## config.mk

```make
export PLATFORM = sky130hd
export DESIGN_NAME = frontend_mode_ctrl
export DESIGN_NICKNAME = d
export VERILOG_FILES = /design/src/rtl/frontend_mode_ctrl.sv
export SDC_FILE = /design/constraint.sdc
export NUM_CORES = 1
export LEC_CHECK = 0
export CAP_MARGIN = 40
export CORE_ASPECT_RATIO = 0.7
export CORE_MARGIN = 3
export CORE_UTILIZATION = 45
export CTS_BUF_LIST = sky130_fd_sc_hd__clkbuf_4 sky130_fd_sc_hd__clkbuf_8
export CTS_CLUSTER_SIZE = 40
export DETAILED_ROUTE_END_ITERATION = 16
export PLACE_DENSITY_LB_ADDON = 0.25
export SETUP_SLACK_MARGIN = 0.4
export SYNTH_ARGS = -nofsm -noshare
export SYNTH_HDL_FRONTEND = slang
export SYNTH_SLANG_ARGS = --single-unit
export TNS_END_PERCENT = 30
```

## constraint.sdc

```tcl
create_clock -name PCLK_i -period 11.4 [get_ports PCLK_i]
set_input_delay 2.28 -clock PCLK_i [delete_from_list [all_inputs] [get_ports PCLK_i]]
set_output_delay 2.28 -clock PCLK_i [all_outputs]
set_load 0.01 [all_outputs]
```

## src/rtl/frontend_mode_ctrl.sv

```systemverilog
// TVP7002 frontend mode tracker: lock/acquire FSM, sticky mode irq, frame-aligned shadow config commit.
// Optional macro FRONTEND_MODE_CTRL_AUTO_BLANK_EN adds a registered blank_o output.
module frontend_mode_ctrl #(
  parameter int unsigned STABLE_FRAMES   = 4,
  parameter int unsigned MISMATCH_FRAMES = 2,
  parameter int unsigned PCNT_TOL        = 64
) (
  input  logic        PCLK_i,
  input  logic        reset_n,
  input  logic        frame_change_i,
  input  logic        sync_active_i,
  input  logic        interlace_flag_i,
  input  logic [10:0] vtotal_i,
  input  logic [19:0] pcnt_field_i,
  input  logic        cfg_wr_i,
  input  logic [1:0]  cfg_sel_i,
  input  logic [31:0] cfg_data_i,
  input  logic        commit_req_i,
  input  logic        irq_clr_i,
  output logic [31:0] hv_in_config_o,
  output logic [31:0] hv_in_config2_o,
  output logic [31:0] hv_in_config3_o,
  output logic [31:0] misc_config_o,
  output logic        commit_busy_o,
  output logic        commit_done_o,
  output logic [1:0]  state_o,
  output logic        irq_o,
  output logic [10:0] lock_vtotal_o,
  output logic        lock_interlace_o,
  output logic [19:0] lock_pcnt_field_o
`ifdef FRONTEND_MODE_CTRL_AUTO_BLANK_EN
  ,
  output logic        blank_o
`endif
);

  typedef enum logic [1:0] {
    NOSYNC  = 2'd0,
    ACQUIRE = 2'd1,
    LOCKED  = 2'd2
  } state_e;

  localparam logic [3:0]  STABLE_W   = 4'(STABLE_FRAMES);
  localparam logic [3:0]  MISMATCH_W = 4'(MISMATCH_FRAMES);
  localparam logic [20:0] PCNT_TOL_W = 21'(PCNT_TOL);

  state_e      state_q, state_d;
  logic        frame_change_d_q;
  logic        ref_valid_q, ref_valid_d;
  logic [10:0] ref_vtotal_q, ref_vtotal_d;
  logic        ref_il_q, ref_il_d;
  logic [19:0] ref_pcnt_q, ref_pcnt_d;
  logic [3:0]  stable_cnt_q, stable_cnt_d;
  logic [3:0]  miss_cnt_q, miss_cnt_d;
  logic [10:0] lock_vtotal_q, lock_vtotal_d;
  logic        lock_il_q, lock_il_d;
  logic [19:0] lock_pcnt_q, lock_pcnt_d;
  logic        irq_q, irq_set;
  logic        busy_q, busy_d;
  logic        done_q;
  logic        commit_exec;
  logic [31:0] shadow_q [4];
  logic [31:0] active_q [4];

  logic               tick;
  logic signed [20:0] pcnt_diff;
  logic        [20:0] pcnt_abs;
  logic               match;

  assign tick      = frame_change_i & ~frame_change_d_q;
  // Zero-extended 21-bit signed difference cannot wrap for 20-bit operands.
  assign pcnt_diff = $signed({1'b0, pcnt_field_i}) - $signed({1'b0, ref_pcnt_q});
  assign pcnt_abs  = pcnt_diff[20] ? 21'(-pcnt_diff) : 21'(pcnt_diff);
  assign match     = (vtotal_i == ref_vtotal_q) && (interlace_flag_i == ref_il_q)
                     && (pcnt_abs <= PCNT_TOL_W);

  always_comb begin
    // NOTE: every variable gets a default before any branch, so no path can infer a latch.
    state_d      = state_q;
    ref_valid_d  = ref_valid_q;
    ref_vtotal_d = ref_vtotal_q;
    ref_il_d     = ref_il_q;
    ref_pcnt_d   = ref_pcnt_q;
    stable_cnt_d = stable_cnt_q;
    miss_cnt_d   = miss_cnt_q;
    lock_vtotal_d = lock_vtotal_q;
    lock_il_d     = lock_il_q;
    lock_pcnt_d   = lock_pcnt_q;
    irq_set      = 1'b0;

    if (!sync_active_i) begin
      state_d      = NOSYNC;
      stable_cnt_d = '0;
      miss_cnt_d   = '0;
      ref_valid_d  = 1'b0;
      irq_set      = (state_q == LOCKED);
    end else begin
      unique case (state_q)
        NOSYNC: state_d = ACQUIRE;
        ACQUIRE: begin
          if (tick) begin
            if (!ref_valid_q || !match) begin
              ref_valid_d  = 1'b1;
              ref_vtotal_d = vtotal_i;
              ref_il_d     = interlace_flag_i;
              ref_pcnt_d   = pcnt_field_i;
              stable_cnt_d = 4'd1;
            end else begin
              stable_cnt_d = stable_cnt_q + 4'd1;
              if (stable_cnt_d == STABLE_W) begin
                state_d       = LOCKED;
                lock_vtotal_d = ref_vtotal_q;
                lock_il_d     = ref_il_q;
                lock_pcnt_d   = ref_pcnt_q;
                miss_cnt_d    = '0;
                irq_set       = 1'b1;
              end
            end
          end
        end
        LOCKED: begin
          if (tick) begin
            if (match) begin
              miss_cnt_d = '0;
            end else if (miss_cnt_q + 4'd1 == MISMATCH_W) begin
              state_d      = ACQUIRE;
              ref_vtotal_d = vtotal_i;
              ref_il_d     = interlace_flag_i;
              ref_pcnt_d   = pcnt_field_i;
              stable_cnt_d = 4'd1;
              miss_cnt_d   = '0;
              irq_set      = 1'b1;
            end else begin
              miss_cnt_d = miss_cnt_q + 4'd1;
            end
          end
        end
        default: state_d = NOSYNC;
      endcase
    end
  end

  // Outside LOCKED a pending commit runs immediately; in LOCKED it waits for a frame boundary.
  assign commit_exec = busy_q && ((state_q != LOCKED) || tick);

  always_comb begin
    busy_d = busy_q;
    if (commit_exec)                busy_d = 1'b0;
    else if (!busy_q && commit_req_i) busy_d = 1'b1;
  end

  always_ff @(posedge PCLK_i or negedge reset_n) begin
    // NOTE: sequential state uses non-blocking assignments so all registers update from pre-edge values.
    if (!reset_n) begin
      state_q          <= NOSYNC;
      frame_change_d_q <= 1'b0;
      ref_valid_q      <= 1'b0;
      ref_vtotal_q     <= '0;
      ref_il_q         <= 1'b0;
      ref_pcnt_q       <= '0;
      stable_cnt_q     <= '0;
      miss_cnt_q       <= '0;
      lock_vtotal_q    <= '0;
      lock_il_q        <= 1'b0;
      lock_pcnt_q      <= '0;
      irq_q            <= 1'b0;
      busy_q           <= 1'b0;
      done_q           <= 1'b0;
    end else begin
      state_q          <= state_d;
      frame_change_d_q <= frame_change_i;
      ref_valid_q      <= ref_valid_d;
      ref_vtotal_q     <= ref_vtotal_d;
      ref_il_q         <= ref_il_d;
      ref_pcnt_q       <= ref_pcnt_d;
      stable_cnt_q     <= stable_cnt_d;
      miss_cnt_q       <= miss_cnt_d;
      lock_vtotal_q    <= lock_vtotal_d;
      lock_il_q        <= lock_il_d;
      lock_pcnt_q      <= lock_pcnt_d;
      irq_q            <= irq_set ? 1'b1 : (irq_clr_i ? 1'b0 : irq_q);
      busy_q           <= busy_d;
      done_q           <= commit_exec;
    end
  end

  always_ff @(posedge PCLK_i or negedge reset_n) begin
    // NOTE: these small register files are reset because software expects defined zeros after reset.
    if (!reset_n) begin
      for (int i = 0; i < 4; i++) begin
        shadow_q[i] <= '0;
        active_q[i] <= '0;
      end
    end else begin
      if (commit_exec) begin
        for (int i = 0; i < 4; i++) active_q[i] <= shadow_q[i];
      end
      if (cfg_wr_i) shadow_q[cfg_sel_i] <= cfg_data_i;
    end
  end

`ifdef FRONTEND_MODE_CTRL_AUTO_BLANK_EN
  logic blank_q;
  always_ff @(posedge PCLK_i or negedge reset_n) begin
    if (!reset_n) blank_q <= 1'b1;
    else          blank_q <= (state_d != LOCKED) || busy_d;
  end
  assign blank_o = blank_q;
`endif

  assign hv_in_config_o    = active_q[0];
  assign hv_in_config2_o   = active_q[1];
  assign hv_in_config3_o   = active_q[2];
  assign misc_config_o     = active_q[3];
  assign commit_busy_o     = busy_q;
  assign commit_done_o     = done_q;
  assign state_o           = state_q;
  assign irq_o             = irq_q;
  assign lock_vtotal_o     = lock_vtotal_q;
  assign lock_interlace_o  = lock_il_q;
  assign lock_pcnt_field_o = lock_pcnt_q;

endmodule

```

==> run summary, run 1 <==
=================================================================================
Fin Hold WS                                                             0.4795 ns
Fill count                                                                   2714
Via density per instance                                                    5.618
WS Path Type                                                               in2reg
Overall via count from detail_route                                         10600
Share of synthesized flip-flops with an asynchronous set or reset           1.000
Final number of hold-violating endpoints                                        0
Run status                                                              completed
Pwr Density                                                          229.0 nW/um^2
Layout cell share with drive strength beyond 1                             0.2810
Clock root buffer                                                    sky130_fd_sc_hd__clkbuf_8
Sum of overflow across all layers after global routing                          0
Count of buffers inserted at the top-level ports                              237
Post-synthesis instance total                                                1187
Initial Util                                                               0.4659
Portion of the post-synthesis area used by sequential elements             0.5459
Peak clock frequency supported by timing                                126.8 MHz
Pleak                                                                    8.190 nW
Pins Over Slew Limit                                                            0
Synthesized area per cell                                              12.94 um^2
Critical Path, Cell by Cell                                          clkdlybuf4s50_1, ha_1, o211a_1, a21boi_4, or3_1, a2111oi_0, nor4b_1, nand4bb_1, mux2i_1, a211o_1, or2_1, nor4_4, buf_8, buf_4, mux2_2
Die area                                                               36420 um^2
Data arrival, critical path                                               8.37 ns
Hold buffers post-CTS                                                           0
Source-to-sink clock delay at the later pin of the worst-skew pair        0.59 ns
H-tree lvl count                                                                2
Clock period minus final worst setup slack                               7.888 ns
Length of the first detailed-routing pass in iterations                         5
DRC                                                                             0
Skew final                                                             0.01868 ns
Core region area                                                       32960 um^2
Class of the tightest hold or removal check                               reg2reg
Global Route Usage Sum                                                     0.2126
CP Max Fanout                                                                  20
Initial antenna violation count                                                 0
Die Ht                                                                   160.6 um
Warnings from Yosys                                                             0
Max-cap viol count                                                              0
Setup TNS Final                                                              0 ns
Overall power consumption                                                4.409 mW
Count of nets after finishing                                                1526
Wire length of the first global-routing pass                             61.47 mm
Half-perimeter wire length of the detailed placement result              26.20 mm
Post-Syn Nets                                                                1289
Distinct cell type count of the synthesized netlist                            72
Crit path launch type                                                primary input
Number of enable flip-flop cells after synthesis                                0
Final-report setup violation count                                              0
Number of global-route vias before repair                                   10860
CTS tree                                                                     done
Slowest-stage cell, CP                                               sky130_fd_sc_hd__a2111oi_0
Layout Area Growth over Synthesis                                          25.38%
Top delay family on crit path                                        simple AND/OR/NAND/NOR gates
Clock buffers created by TritonCTS                                             50
IR Drop Worst-Case VDD                                                  0.1526 mV
WP buf/inv                                                                      3
Post-synthesis register bit count                                             335
Final weighted congestion in routability-driven placement                  0.9262
Floorplan die width                                                      226.8 um
IO Count                                                                      238
Post-synthesis instance area                                           15360 um^2
Relative slew slack                                                        0.3753
Area used by multi-input combinational logic                            6565 um^2
CP Data Required Time                                                    11.88 ns
Antenna cell count                                                              0
Sequential standard cell area                                           8383 um^2
Final Routed Wirelength                                                  38.62 mm
Clock-pin transition on the worst setup and hold timing paths             0.07 ns
Sort of element at the end of the critical path                          register
Predominant post-synthesis flop cell                                 sky130_fd_sc_hd__dfrtp_1
Setup repair after global routing missed its margin                            no
Tcrit/Tclk final                                                           0.6920
Number of instances resized during post-cts repair                              0
Highest cell delay on the worst timing path                               0.74 ns
Routed Antenna Nets                                                             0
DRC violation total after the first TritonRoute iteration                     686
# rows                                                                         55
Postcts setup bufs                                                              0
Wire length per cell                                                     20.48 um
Number of clock sinks                                                         335
Longest Clk Path Bufs                                                           3
Worst slew pin tran                                                     0.9370 ns
Largest net degree at the start of global routing                             176
=================================================================================
## metrics by stage
step / std cells / cell area, um^2 / setup slack, ns / util
2_1_floorplan: 1187 / 15360 / 5.074 / -
3_3_place_gp: 1795 / 18110 / 2.944 / 0.5494
3_5_place_dp: 1799 / 18180 / 3.103 / 0.5517
4_1_cts: 1886 / 19250 / 3.717 / 0.5841
5_1_grt: 1886 / 19250 / 3.149 / 0.5841
6_report: 1886 / 19250 / 3.512 / 0.5841
## per-layer routing
metal	GRT usage	up-vias	routed length [um]
li1	-	4843	-
met1	0.3108	5394	18060
met2	0.3143	305	16950
met3	0.05701	54	2776
met4	0.05449	0	833
met5	0	-	0
## cell usage after synthesis, drive strengths merged, types with 11 or more instances
cell / count / share of area
inv: 39 / 0.0095
nand3: 25 / 0.0081
clkbuf: 58 / 0.014
a21oi: 21 / 0.0071
dfrtp: 335 / 0.55
nor3: 11 / 0.0036
a32oi: 14 / 0.0080
nor2: 18 / 0.0044
or3: 12 / 0.0049
mux2: 288 / 0.22
o32a: 19 / 0.012
xor2: 14 / 0.0080
o211ai: 57 / 0.028
and2: 21 / 0.0086
nand2: 63 / 0.015
o21ai: 20 / 0.0065
ha: 28 / 0.023
buf: 11 / 0.0047
## cells by family (layout without fill, tap and decap cells)
family                     after synthesis  after routing  synth area share
xor gates and xnor gates                23             23           0.01312
buffers and inverters                  108            380           0.02851
DFF                                    335            335            0.5459
adders and majority gates               30             30           0.02477
and+or+nand+nor                        213            213           0.07438
muxes                                  293            293            0.2218
AOI/OAI and AO/OA                      185            185           0.09158
## cell type report
type                            instances  area share
Multi-Input combinational cell        744      0.3410
Clock buffer                           79     0.05127
Clock inverter                          8    0.004289
Tap cell                              427     0.02775
Sequential cell                       335      0.4354
Inverter                               39    0.007603
Timing Repair Buffer                  254      0.1328
## final timing paths
check                           depth (start not counted)                          endpoint  slack [ns]                       from
max in group asynchronous                               3   hv_in_config3_o[20]$_DFFE_PN0P_        7.51                    reset_n
worst min register to register                          1      misc_config_o[3]$_DFFE_PN0P_        0.48    shadow_q[3]$_DFFE_PN0P_
worst min-delay path                                    1      misc_config_o[3]$_DFFE_PN0P_        0.48    shadow_q[3]$_DFFE_PN0P_
worst max register to register                         15  lock_pcnt_field_o[1]$_DFFE_PN0P_        5.31  ref_pcnt_q[2]$_DFFE_PN0P_
worst max-delay path                                   15  lock_pcnt_field_o[1]$_DFFE_PN0P_        3.51            pcnt_field_i[2]
min in group asynchronous                               1     misc_config_o[10]$_DFFE_PN0P_        1.70                    reset_n
## registers in the layout, indices dropped and copies added, names as in the netlist
| name | cells |
|---|---|
| stable_cnt_q | 4 |
| lock_interlace_o | 1 |
| hv_in_config3_o | 32 |
| lock_pcnt_field_o | 20 |
| ref_il_q | 1 |
| commit_busy_o | 1 |
| lock_vtotal_o | 11 |
| frame_change_d_q | 1 |
| state_o | 2 |
| ref_vtotal_q | 11 |
| miss_cnt_q | 4 |
| ref_valid_q | 1 |
| hv_in_config_o | 32 |
| irq_o | 1 |
| ref_pcnt_q | 20 |
| shadow_q | 128 |
| hv_in_config2_o | 32 |
| commit_done_o | 1 |
| misc_config_o | 32 |
## placed cells by master (no fill, tap or decap), drive strengths merged, types with 6 or more instances in the layout
cell             n
a21oi           21
nand4            9
xnor2            9
clkbuf          79
a32oi           14
o32a            19
dfrtp          335
and3             6
nand2           63
or3             12
o21ai           20
clkdlybuf4s50  235
nand3           25
or2              7
nor3            11
buf             19
a211o            6
xor2            14
inv             41
nor2            18
mux2           288
nor4            10
and2            21
ha              28
nand2b           9
o211ai          57
## report_power, final
group / switching, mW / total [mW] / internal [mW] / leakage [nW]
Combinational: 0.703 / 1.63 / 0.929 / 3.65
Sequential: 0.200 / 1.74 / 1.54 / 3.98
Clock: 0.460 / 1.03 / 0.573 / 0.568
Total: 1.36 / 4.41 / 3.05 / 8.19
Note: power is estimated with default switching activity, not from simulation.
==> run 2, diff against run 1 <==
==> constraint.sdc (replaced) <==
create_clock -name PCLK_i -period 7.82 [get_ports PCLK_i]
set_input_delay 1.564 -clock PCLK_i [delete_from_list [all_inputs] [get_ports PCLK_i]]
set_output_delay 1.564 -clock PCLK_i [all_outputs]
set_load 0.01 [all_outputs]
==> run 2 against run 1 <==
Against the previous run:
- clock power up 47%
- cell count up 0.11%
- combinational power up 45%
- core utilization about the same
- global-route usage up 0.18 points
- sequential power up 47%
- hold slack better by 0.011 ns
- worst setup slack worse by 2.1 ns
- clock-buffer cell count up 1
- register-to-register slack worse by 2.9 ns
==> run summary, run 2 (synthesis gave the netlist of run 1 again) <==
=================================================================================
Run status                                                              completed
CP Max Fanout                                                                  23   +15%
WS Path Type                                                               in2reg
Share of power burned in the clock network                                  0.236   +0.002
Most used cells in the layout excluding fill and tap cells           sky130_fd_sc_hd__dfrtp_1 (335), sky130_fd_sc_hd__mux2_2 (258), sky130_fd_sc_hd__clkdlybuf4s50_1 (235)
Largest net degree at the start of global routing                             148   -16%
Postcts setup bufs                                                              0   unchanged
Clock-pin transition on the worst setup and hold timing paths             0.06 ns   about the same
Initial antenna violation count                                                 1   +1
Crit path from                                                       pcnt_field_i[2]
Source-to-sink clock delay at the later pin of the worst-skew pair        0.60 ns   about the same
Max-cap viol count                                                              0   unchanged
Number of flip-flops in the largest register                                  128   unchanged
Sum of overflow across all layers after global routing                          0   unchanged
DRC violation total after the first TritonRoute iteration                     676   -1.5%
Startpoint of the lowest-slack hold path                             shadow_q[67]$_DFFE_PN0P_
Die Ht                                                                   160.6 um   unchanged
Tcrit/Tclk final                                                           0.8208
Switching power as a share of total power                                  0.3109   +0.001713
Combinational Power Share                                                   0.368   -0.002
Via density per instance                                                    5.572   -0.82%
Data arrival, critical path                                               6.88 ns   -1.49 ns
Final design instance area without fill                                19260 um^2   about the same
Routed Antenna Nets                                                             0   unchanged
Min-Delay Path Depth                                                            1   unchanged
Clock root buffer                                                    sky130_fd_sc_hd__clkbuf_8
Internal portion of total power                                          4.433 mW   +46%
Clock buffers created by TritonCTS                                             51   +2.0%
Half-perimeter wire length of the detailed placement result              25.95 mm   -0.93%
Length of the first detailed-routing pass in iterations                         4   -1
Peak clock frequency supported by timing                                155.8 MHz
Sort of element at the end of the critical path                          register
Reg2Reg Setup Slack                                                       2.40 ns   -2.91 ns
Pwr Density                                                          334.0 nW/um^2   +46%
Reg-to-reg endpoint                                                  lock_pcnt_field_o[10]$_DFFE_PN0P_
Placement-stage cell area                                              18180 um^2   about the same
IR Drop Worst-Case VDD                                                  0.2180 mV   +43%
Die area                                                               36420 um^2   unchanged
Wire length per cell                                                     20.45 um   -0.14%
Net Switching                                                            2.000 mW   +47%
Count of nets after finishing                                                1526   unchanged
Initial Util                                                               0.4659   unchanged
Layout cell share with drive strength beyond 1                             0.2815   +0.0004925
Setup repair after global routing missed its margin                            no
Global Route Usage Sum                                                     0.2144   +0.001838
Worst slew pin tran                                                     0.9344 ns   -0.002642 ns
Register with the most flip-flops                                        shadow_q
Highest cell delay on the worst timing path                               0.59 ns   -0.15 ns
Layout Area Growth over Synthesis                                          25.40%   about the same
Count of buffers inserted at the top-level ports                              237   unchanged
Number of clock sinks                                                         335   unchanged
Clock period minus final worst setup slack                               6.419 ns
Endpoint of the worst hold-timing path                               hv_in_config2_o[3]$_DFFE_PN0P_
Skew final                                                             0.03447 ns   +0.01579 ns
Wire length of the first global-routing pass                             61.92 mm   +0.73%
Crit path launch type                                                primary input
# rows                                                                         55   unchanged
Floorplan die width                                                      226.8 um   unchanged
Part of the power in registers                                              0.397   +0.002
Setup TNS Final                                                              0 ns   unchanged
Pleak                                                                    8.192 nW   about the same
Final Routed Wirelength                                                  38.61 mm   about the same
H-tree lvl count                                                                2   unchanged
Pins Over Slew Limit                                                            0   unchanged
Final number of hold-violating endpoints                                        0   unchanged
CP Data Required Time                                                     8.28 ns   -3.60 ns
IO Count                                                                      238   unchanged
Overall via count from detail_route                                         10520   -0.72%
Longest Clk Path Bufs                                                           3   unchanged
Hold buffers post-CTS                                                           0   unchanged
Number of instances resized during post-cts repair                              0   unchanged
Number of global-route vias before repair                                   10840   -0.23%
DRC                                                                             0   unchanged
Most common cell after layout, fill and taps aside                   sky130_fd_sc_hd__dfrtp_1
Core region area                                                       32960 um^2   unchanged
Final-report setup violation count                                              0   unchanged
Relative slew slack                                                        0.3771   +0.001761
Class of the tightest hold or removal check                               reg2reg
Most Frequent Cell on Critical Path                                  sky130_fd_sc_hd__o211a_1
Slowest-stage cell, CP                                               sky130_fd_sc_hd__or4_1
Worst reg2reg path depth                                                       14   -1
Final weighted congestion in routability-driven placement                  0.9439   +1.9%
Critical Path, Cell by Cell                                          clkdlybuf4s50_1, ha_1, o211a_1, a21boi_4, o211a_1, or4_4, a222oi_1, nor4b_2, a311oi_1, or4_1, or2_1, nor4_4, buf_4, mux2_4
CTS tree                                                                     done
Reg2Reg Launch Point                                                 ref_pcnt_q[6]$_DFFE_PN0P_
=================================================================================
[run 2: critical path: cells and delay by family]
| kind | cells | cell delay [ns] |
|---|---|---|
| compound gates | 5 | 1.27 |
| fa+ha+maj | 1 | 0.41 |
| buf+inv | 2 | 1.00 |
| mux | 1 | 0.34 |
| simple gates | 5 | 2.26 |
[run 2: how the worst max path moves through the flow]
stage / to / depth (start not counted)
floorplan: lock_interlace_o$_DFFE_PN0P_ / 15
global placement: lock_pcnt_field_o[1]$_DFFE_PN0P_ / 14
detailed placement: lock_pcnt_field_o[1]$_DFFE_PN0P_ / 14
CTS: lock_pcnt_field_o[13]$_DFFE_PN0P_ / 14
global route: lock_pcnt_field_o[1]$_DFFE_PN0P_ / 16
finish: lock_pcnt_field_o[10]$_DFFE_PN0P_ / 14
[run 2: cell type report]
cell class / instances / area [um^2]
diodes: 1 / 2.502
multi-input cells: 744 / 6565
inverters: 39 / 146.4
fillers: 2712 / 13710
clock inverters: 9 / 87.58
clock buffers: 80 / 988.4
flip-flops and latches: 335 / 8383
well taps: 427 / 534.3
repair buffers: 253 / 2550
[run 2: routing by layer]
metal / up-vias / part of all wire / routed length (um) / global-route usage
li1: 4842 / - / - / -
met1: 5327 / 0.48 / 18360 / 0.3142
met2: 297 / 0.44 / 16850 / 0.3155
met3: 54 / 0.068 / 2630 / 0.05774
met4: 0 / 0.020 / 762 / 0.05592
met5: - / 0 / 0 / 0
[run 2: power by group through the flow]
stage | Combinational (mW) | Clock (mW) | Sequential [mW]
final | 2.37 | 1.51 | 2.55
after global routing | 2.54 | 1.65 | 2.62
after floorplan | 1.11 | 0 | 2.67
after detailed placement | 2.38 | 0 | 2.58
after global placement | 2.35 | 0 | 2.55
after CTS | 2.39 | 1.57 | 2.55
[run 2: per-stage QoR]
| stage | hold WS [ns] | cells | setup slack (ns) | utilization | power (mW) |
|---|---|---|---|---|---|
| 2_1_floorplan | 0.4736 | 1187 | 2.210 | - | 3.782 |
| 3_3_place_gp | 0.4803 | 1795 | 0.9321 | 0.5498 | 4.901 |
| 4_1_cts | 0.4963 | 1887 | 1.501 | 0.5841 | 6.516 |
| 5_1_grt | 0.5104 | 1888 | 1.083 | 0.5842 | 6.815 |
| 6_report | 0.4905 | 1888 | 1.401 | 0.5842 | 6.432 |
| 3_5_place_dp | 0.4871 | 1798 | 0.8449 | 0.5515 | 4.959 |
==> run 3, diff against run 2 <==
==> constraint.sdc (replaced) <==
create_clock -name PCLK_i -period 5.1 [get_ports PCLK_i]
set_input_delay 1.02 -clock PCLK_i [delete_from_list [all_inputs] [get_ports PCLK_i]]
set_output_delay 1.02 -clock PCLK_i [all_outputs]
set_load 0.01 [all_outputs]
==> run 3 against run 2 <==
Against the previous run:
- first-iteration DRC count up 13%
- clock-buffer cell count down 1
- critical path depth up 2
- sequential share of layout area down 2.6 points
- global-route usage up 0.48 points
- clock power up 50%
- total power up 57%
- die area unchanged
- hold slack worse by 0.0021 ns
- clock skew down 0.0093 ns
- sequential cell count unchanged
==> run summary, run 3 (synthesis gave the netlist of run 1 again) <==
=================================================================================
Sort of element at the end of the critical path                          register
Die area                                                               36420 um^2   unchanged
Overall via count from detail_route                                         11070   +5.2%
Final weighted congestion in routability-driven placement                  0.9117   -3.4%
Worst slew pin tran                                                     0.8677 ns   -0.06666 ns
Antenna cell count                                                              0   -1
Run status                                                              completed
IO Count                                                                      238   unchanged
Max-cap viol count                                                              0   unchanged
Most Frequent Cell on Critical Path                                  sky130_fd_sc_hd__buf_6
Share of power burned in the clock network                                  0.225   -0.011
H-tree lvl count                                                                2   unchanged
WS Path Type                                                               in2reg
Global Route Usage Sum                                                     0.2192   +0.004766
Floorplan die width                                                      226.8 um   unchanged
Pleak                                                                    8.790 nW   +7.3%
Initial antenna violation count                                                 1   unchanged
Most used cells in the layout excluding fill and tap cells           sky130_fd_sc_hd__dfrtp_1 (335), sky130_fd_sc_hd__mux2_2 (258), sky130_fd_sc_hd__clkdlybuf4s50_1 (222)
Data arrival, critical path                                               5.27 ns   -1.61 ns
Clock buffers created by TritonCTS                                             51   unchanged
Class of the tightest hold or removal check                              in2async
Tcrit/Tclk final                                                           0.9438
Via density per instance                                                    5.565   -0.13%
Combinational Power Share                                                   0.388   +0.020
Layout Area Growth over Synthesis                                          33.31%
IR Drop Worst-Case VDD                                                  0.3056 mV   +40%
Cell count after placement                                                   1889   +5.1%
Number of global-route vias before repair                                   11340   +4.7%
Fill count                                                                   2586   -4.6%
Switching power as a share of total power                                  0.3103   -0.0005957
Final core utilization                                                     0.6211   +0.03690
Net Switching                                                            3.136 mW   +57%
Critical Path, Cell by Cell                                          buf_6, buf_6, ha_4, o211a_1, a21boi_4, o211a_1, or4_4, a222oi_1, nor4b_4, a311oi_4, or4_4, or2_4, nor4_4, buf_6, clkbuf_16, mux2_4
Pins Over Slew Limit                                                            0   unchanged
DRC                                                                             0   unchanged
Longest Clk Path Bufs                                                           3   unchanged
Clock period minus final worst setup slack                               4.813 ns
Highest cell delay on the worst timing path                               0.55 ns   -0.04 ns
Most common cell after layout, fill and taps aside                   sky130_fd_sc_hd__dfrtp_1
Fin Hold WS                                                             0.4884 ns   -0.002125 ns
Source-to-sink clock delay at the later pin of the worst-skew pair        0.59 ns   about the same
CP Data Required Time                                                     5.56 ns   -2.72 ns
CTS tree                                                                     done
Post-Layout Cell Count                                                       1989   +5.3%
Part of the power in registers                                              0.387   -0.010
Wire length of the first global-routing pass                             63.40 mm   +2.4%
Number of flip-flops in the largest register                                  128   unchanged
Overall power consumption                                                10.11 mW   +57%
DRC violation total after the first TritonRoute iteration                     763   +13%
Clock-pin transition on the worst setup and hold timing paths             0.06 ns   about the same
Pwr Density                                                          493.7 nW/um^2   +48%
Sum of overflow across all layers after global routing                          0   unchanged
CP Max Fanout                                                                   6   -74%
Largest net degree at the start of global routing                             130   -12%
Final design instance area without fill                                20470 um^2   +6.3%
Core region area                                                       32960 um^2   unchanged
Length of the first detailed-routing pass in iterations                         5   +1
Count of buffers inserted at the top-level ports                              237   unchanged
Placement-stage cell area                                              18960 um^2   +4.3%
Final number of hold-violating endpoints                                        0   unchanged
Peak clock frequency supported by timing                                207.8 MHz
Count of nets after finishing                                                1632   +6.9%
Routed Antenna Nets                                                             0   unchanged
Internal portion of total power                                          6.971 mW   +57%
Half-perimeter wire length of the detailed placement result              27.36 mm   +5.4%
Clock root buffer                                                    sky130_fd_sc_hd__clkbuf_8
Skew final                                                             0.02512 ns   -0.009345 ns
Setup repair after global routing missed its margin                           yes
Number of clock sinks                                                         335   unchanged
Relative slew slack                                                        0.4215   +0.04444
# rows                                                                         55   unchanged
Wire length per cell                                                     20.28 um   -0.86%
Slowest-stage cell, CP                                               sky130_fd_sc_hd__or4_4
Final-report setup violation count                                              0   unchanged
Crit path launch type                                                primary input
Layout cell share with drive strength beyond 1                             0.3572   +0.07573
Initial Util                                                               0.4659   unchanged
Final Routed Wirelength                                                  40.33 mm   +4.4%
Die Ht                                                                   160.6 um   unchanged
Register with the most flip-flops                                        shadow_q
=================================================================================
## run 3: changes by cell type in the layout (fill, tap and decap cells not counted), sizes merged
cell / before / now
buf: 18 / 123
clkbuf: 80 / 81
clkdlybuf4s15: 0 / 3
clkdlybuf4s50: 235 / 222
clkinv: 6 / 3
diode: 1 / 0
dlygate4sd2: 0 / 5
dlymetal6s2s: 0 / 4
## run 3: final cells by class
class / instances / area, um^2 / share of cell area
timing repair buffer: 359 / 3458 / 0.1689
clock buffer: 79 / 968.4 / 0.04730
clock inverter: 6 / 72.57 / 0.003545
multi-input combinational: 744 / 6910 / 0.3375
tap: 427 / 534.3 / 0.02610
sequential: 335 / 8383 / 0.4095
inverter: 39 / 146.4 / 0.007150
## run 3: power by group through the flow
stage	Sequential (mW)	Combinational, mW	Clock (mW)
after floorplan	4.10	1.72	0
after global placement	3.91	3.77	0
after detailed placement	3.96	3.83	0
after CTS	3.92	3.92	2.34
after global routing	4.01	4.20	2.46
final	3.91	3.92	2.27
## run 3: critical path, delay by kind of cell
kind	cells	cell delay, ns
simple gates	5	1.94
compound gates	5	1.16
buf+inv	4	0.60
mux	1	0.30
fa+ha+maj	1	0.22
## run 3: final timing paths
check | startpoint | end | slack, ns | cells after the start
min reg2reg | shadow_q[78]$_DFFE_PN0P_ | hv_in_config2_o[14]$_DFFE_PN0P_ | 0.49 | 1
max | pcnt_field_i[2] | lock_pcnt_field_o[15]$_DFFE_PN0P_ | 0.29 | 16
max in group asynchronous | reset_n | shadow_q[117]$_DFFE_PN0P_ | 3.45 | 2
max reg2reg | ref_pcnt_q[2]$_DFFE_PN0P_ | lock_pcnt_field_o[15]$_DFFE_PN0P_ | 0.41 | 15
min | reset_n | hv_in_config3_o[8]$_DFFE_PN0P_ | 0.49 | 1
min in group PCLK_i | shadow_q[78]$_DFFE_PN0P_ | hv_in_config2_o[14]$_DFFE_PN0P_ | 0.49 | 1
## run 3: metrics by stage
| step | TNS, ns | setup slack (ns) |
|---|---|---|
| floorplan | 0 | 0.2654 |
| global placement | -25.49 | -0.4544 |
| detailed placement | -30.68 | -0.5587 |
| CTS | 0 | 0.4020 |
| global route | 0 | 0.2820 |
| finish | 0 | 0.2866 |
## run 3: what timing repair did
item	in CTS	in global routing
pin swaps	16	9
setup buffers	10	2
gates resized for setup	49	32
setup endpoints to repair	75	68
cloned	0	3
hold buffers	0	0
## run 3: layer usage
metal	vias to the layer above	track usage	routed length, um
li1	5052	-	-
met1	5618	0.3175	18760
met2	335	0.3297	17950
met3	61	0.05975	2852
met4	2	0.05019	752
met5	-	0	13
